$ cat config.mk
export PLATFORM = sky130hd
export DESIGN_NAME = window_scan_ctrl
export DESIGN_NICKNAME = d
export VERILOG_FILES = /design/src/rtl/window_scan_ctrl.sv
export SDC_FILE = /design/constraint.sdc
export NUM_CORES = 1
export LEC_CHECK = 0
export CAP_MARGIN = 20
export CORE_MARGIN = 2
export CORE_UTILIZATION = 52
export CTS_BUF_LIST = sky130_fd_sc_hd__clkbuf_16
export DETAILED_ROUTE_END_ITERATION = 7
export PLACE_DENSITY = 0.88
export RECOVER_POWER = 25
export SETUP_SLACK_MARGIN = 0.4
export SYNTH_ARGS = -nofsm -noshare
export SYNTH_HDL_FRONTEND = slang
export SYNTH_SLANG_ARGS = --single-unit
export TNS_END_PERCENT = 5
$ cat constraint.sdc
create_clock -name clk -period 3.8 [get_ports clk]
set_input_delay 1.14 -clock clk [delete_from_list [all_inputs] [get_ports clk]]
set_output_delay 1.14 -clock clk [all_outputs]
set_load 0.01 [all_outputs]
$ cat src/rtl/window_scan_ctrl.sv
// Raster scan controller: walks a COLS x ROWS window grid issuing line-memory reads,
// mirrors them as writes PIPE_LAT cycles later. Optional stall input enabled by SCAN_HOLD_EN.
module window_scan_ctrl #(
    parameter int COLS     = 256,
    parameter int ROWS     = 32,
    parameter int PIPE_LAT = 2
) (
    input  logic       clk,
    input  logic       rst_n,
    input  logic       start,
    input  logic       hold,
    output logic       rd,
    output logic       wr,
    output logic [7:0] col,
    output logic [4:0] row,
    output logic       busy,
    output logic       done
);

    typedef enum logic [1:0] {IDLE, SCAN, DRAIN, FIN} state_t;

    state_t              state;
    state_t              state_next;
    logic [PIPE_LAT-1:0] pipe;
    logic [PIPE_LAT-1:0] pipe_shift;
    logic                stall;
    logic                last_rd;
    logic                drained;

`ifdef SCAN_HOLD_EN
    assign stall = hold;
`else
    logic unused_hold;
    assign unused_hold = hold;
    assign stall       = 1'b0;
`endif

    assign last_rd    = (col == 8'(COLS - 1)) && (row == 5'(ROWS - 1));
    assign pipe_shift = pipe << 1;
    // rd is never issued in DRAIN, so the pipe is empty after this edge when only the MSB remains.
    assign drained    = (pipe_shift == '0);

    assign wr   = pipe[PIPE_LAT-1];
    assign busy = (state != IDLE);
    assign done = (state == FIN);

    // NOTE: sequential state uses non-blocking assignments so every register samples pre-edge values.
    always_ff @(posedge clk or negedge rst_n) begin
        if (!rst_n) begin
            state <= IDLE;
        end else begin
            state <= state_next;
        end
    end

    // NOTE: every output of this block is defaulted first so no path can infer a latch.
    always_comb begin
        state_next = state;
        rd         = 1'b0;
        unique case (state)
            IDLE: begin
                if (start) state_next = SCAN;
            end
            SCAN: begin
                rd = !stall;
                if (!stall && last_rd) state_next = DRAIN;
            end
            DRAIN: begin
                if (drained) state_next = FIN;
            end
            FIN: begin
                state_next = IDLE;
            end
            default: state_next = IDLE;
        endcase
    end

    // NOTE: the delay line is reset so an abandoned strip cannot leak writes into the next one.
    always_ff @(posedge clk or negedge rst_n) begin
        if (!rst_n) begin
            pipe <= '0;
        end else begin
            pipe <= pipe_shift | PIPE_LAT'(rd);
        end
    end

    always_ff @(posedge clk or negedge rst_n) begin
        if (!rst_n) begin
            col <= '0;
            row <= '0;
        end else if (state == IDLE && start) begin
            col <= '0;
            row <= '0;
        end else if (rd && !last_rd) begin
            if (col == 8'(COLS - 1)) begin
                col <= '0;
                row <= row + 5'd1;
            end else begin
                col <= col + 8'd1;
            end
        end
    end

endmodule

==> impl_metrics.py <==
metrics = {
    "floorplan": {
        "fp.dieW_um": 46.28,
        "row_count": 15,
        "core-area_um2": 1708,
        "start_util_pct": 54.43,
        "dieArea_um2": 2142,
        "io_pins": 21,
        "die_y_um": 46.28,
    },
    "yosys": {
        "ys_ff_latch": 17,
        "syn_avg_cell_area_um2": 10.45,
        "synth_compound_area_share_pct": 12.38,
        "synth_top_family_by_area": "simple AND/OR/NAND/NOR gates",
        "synth-simple-area-share_pct": 23.01,
        "synth.mux.area_fraction_pct": 2.288,
        "yosysUniqueCellTypes": 30,
        "ys_seq_area_share_pct": 45.76,
        "netlist_instances": 89,
        "synth_xor_area_share_pct": 4.711,
        "yosysWarnings": 0,
        "synth_nets": 100,
        "syn_area_um2": 929.6,
        "synth_fa_ha_area_share_pct": 9.421,
    },
    "grt": {
        "first_global_vias": 698,
        "antenna_found_initial": 0,
        "grt_pass1_wl_um": 3243,
        "grt_max_degree": 18,
        "grt_usage_pct": 22.21,
        "grt-ovfl-total": 0,
    },
    "worst_hold_path": {
        "holdPathStages": 0,
        "hold_path_end": "pipe[1]",
        "min_path_type": "reg2reg",
        "min_from": "pipe[0]",
    },
    "setup_path": {
        "crit_fanout": 9,
        "r2r.worst_path.cells": 7,
        "rrSetupSlack_ns": 1.66,
        "critPathLaunchType": "flip-flop",
        "reg2reg_from": "row[0]",
        "critPathArrivalTime_ns": 1.72,
        "worstSetupEndpointType": "output pin",
        "crit_type": "reg2out",
        "cp.required_ns": 2.66,
        "r2r_end": "state[1]",
    },
    "routing": {
        "met3WireLength_um": 75,
        "top_layer_used": "met4",
        "firstDrtPassIters": 4,
        "viasPerCell": 5.599,
        "wire_per_inst_um": 14.78,
        "vias": 767,
        "route.detailed.drc": 0,
        "routed_wl_um": 2025,
        "dr_wl_met2_um": 1099,
        "wl_met1_um": 820,
        "drtIter0Drc": 20,
        "ant_nets": 0,
    },
    "clocking": {
        "cts_tree": "done",
        "clkTransAtPathRegs_ns": 0.05,
        "htreeDepth": 1,
        "hold_buffers": 0,
        "cts_resized": 0,
        "cts_made_buffers": 3,
        "cts_post_setup_buffers_inserted": 0,
        "clk_latency_ns": 0.25,
        "clkSinkCount": 17,
        "cts_root_buf": "clkbuf_16",
        "clk_path_buf_depth": 2,
    },
    "run_status": {
        "status": "complete, no violations",
    },
    "power": {
        "power.density_nw_per_um2": 643.5,
        "power.share.clock_pct": 26.1,
        "internal_power_uw": 518.8,
        "p_total_uw": 792.3,
        "peakVddDrop_mv": 0.4634,
        "leakagePower_nw": 0.5542,
        "combPwrFrac_pct": 38.9,
        "pwr-share-seq_pct": 35.0,
        "swShare_pct": 34.53,
        "switching_power_uw": 273.6,
    },
    "layout": {
        "area_growth_pct": 32.44,
        "nNetsFinal": 124,
        "drive_gt1_share_pct": 10.71,
        "num_antenna_cells": 0,
    },
    "sta": {
        "setup_viol": 0,
        "tightest_slew_ns": 0.7701,
        "fin_crit_ns": 2.863,
        "setup_tns_ns": 0,
        "rsz0062_at_grt": "no",
        "timing.fmax_mhz": 349.3,
        "final_hold_viol_count": 0,
        "post-route-period-util_pct": 75.34,
        "fin_skew_ns": 0.004743,
        "relSlewSlack_pct": 48.49,
        "finalMaxSlewViolations": 0,
        "setup_ws_ns": 0.9369,
    },
    "placed_design": {
        "port_buffers": 19,
        "post-place-ws_ns": 1.211,
        "dp_hpwl_um": 1439,
        "gp_congestion": 0.7852,
    },
    "run": {
        "drv_cap": 0,
    },
}
## critical path, stage by stage (launching register included)
cell	delay (ns)
dfrtp_1	0.41
inv_1	0.10
ha_1	0.36
clkdlybuf4s50_1	0.61
## area by class of cell
class / count / area (um2)
clock buffers: 3 / 75.07
clock inverters: 1 / 5.005
fillers: 128 / 476.7
inverters: 6 / 22.52
multi-input cells: 66 / 481.7
flip-flops and latches: 17 / 425.4
well taps: 25 / 31.28
repair buffers: 19 / 190.2
## cells in the final DEF (no fill, tap or decap), types with 2 or more instances in the layout
cell type         n
a21oi_1           5
clkbuf_16         3
clkdlybuf4s50_1  17
dfrtp_1          17
dlygate4sd3_1     2
ha_1              7
inv_1             6
nand2_1           7
nand2b_1          2
nand3_1           6
nand4_1           3
nor2_1            7
o21ai_0           2
o31ai_1           3
or4_1             2
xor2_1            5
## layer usage
metal / track usage (%) / vias up
met5: 0 / -
met4: 10.29 / 0
met3: 3.529 / 4
met2: 38.33 / 26
met1: 26.63 / 364
li1: - / 373
## stage by stage
| stage | instances | hold WS [ns] | utilization [%] | instance area [um2] |
|---|---|---|---|---|
| 2_1_floorplan | 89 | 0.3762 | - | 929.6 |
| 3_3_place_gp | 133 | 0.3920 | 67.40 | 1151 |
| 3_5_place_dp | 133 | 0.3917 | 67.40 | 1151 |
| 4_1_cts | 137 | 0.4024 | 72.09 | 1231 |
| 5_1_grt | 137 | 0.4189 | 72.09 | 1231 |
| 6_report | 137 | 0.3974 | 72.09 | 1231 |
## worst max-delay path by stage
stage	startpoint	endpoint	slack, ns	depth (start not counted)
after floorplan	row[0]	state[1]	1.84	7
after global placement	state[1]	rd	1.25	3
after detailed placement	state[1]	rd	1.21	3
after CTS	state[1]	rd	0.94	3
after global routing	state[1]	rd	0.86	3
final	state[1]	rd	0.94	3
## synthesized netlist by cell type (all sizes together)
cell | number | share of area, %
xor2 | 5 | 4.7
nand2 | 7 | 2.8
a221oi | 1 | 1.6
ha | 7 | 9.4
and2b | 1 | 0.81
nand3 | 7 | 5.1
dfrtp | 17 | 46
nor4 | 1 | 0.67
mux2 | 1 | 1.2
inv | 6 | 2.4
o2111ai | 1 | 0.94
and4 | 2 | 2.3
nand4 | 4 | 3.4
o21a | 1 | 0.81
mux2i | 1 | 1.1
or4 | 2 | 1.6
o32a | 1 | 1.1
nor2 | 7 | 2.8
or3 | 1 | 0.67
nand2b | 2 | 1.3
o31ai | 3 | 2.4
a21oi | 5 | 2.7
and3 | 2 | 1.5
o211ai | 1 | 0.81
o21ai | 3 | 2.0
## power by group through the flow
| stage | clock network, mW | logic, mW | registers [mW] |
|---|---|---|---|
| 2_1_floorplan | 0 | 0.168 | 0.281 |
| 3_3_place_gp | 0 | 0.294 | 0.275 |
| 3_5_place_dp | 0 | 0.310 | 0.279 |
| 4_1_cts | 0.211 | 0.313 | 0.277 |
| 5_1_grt | 0.222 | 0.340 | 0.283 |
| 6_report | 0.207 | 0.309 | 0.277 |
## flip-flops by register name, summed over array words and instances, names as in the netlist
signal,flops
col,8
row,5
pipe,2
state,2
## cells by family after synthesis
| logic type | Yosys count |
|---|---|
| buf+inv | 6 |
| xor+xnor | 5 |
| compound gates | 16 |
| mux | 2 |
| flops | 17 |
| simple gates | 36 |
| fa+ha+maj | 7 |
No activity file was read; power rests on OpenSTA's default activity.
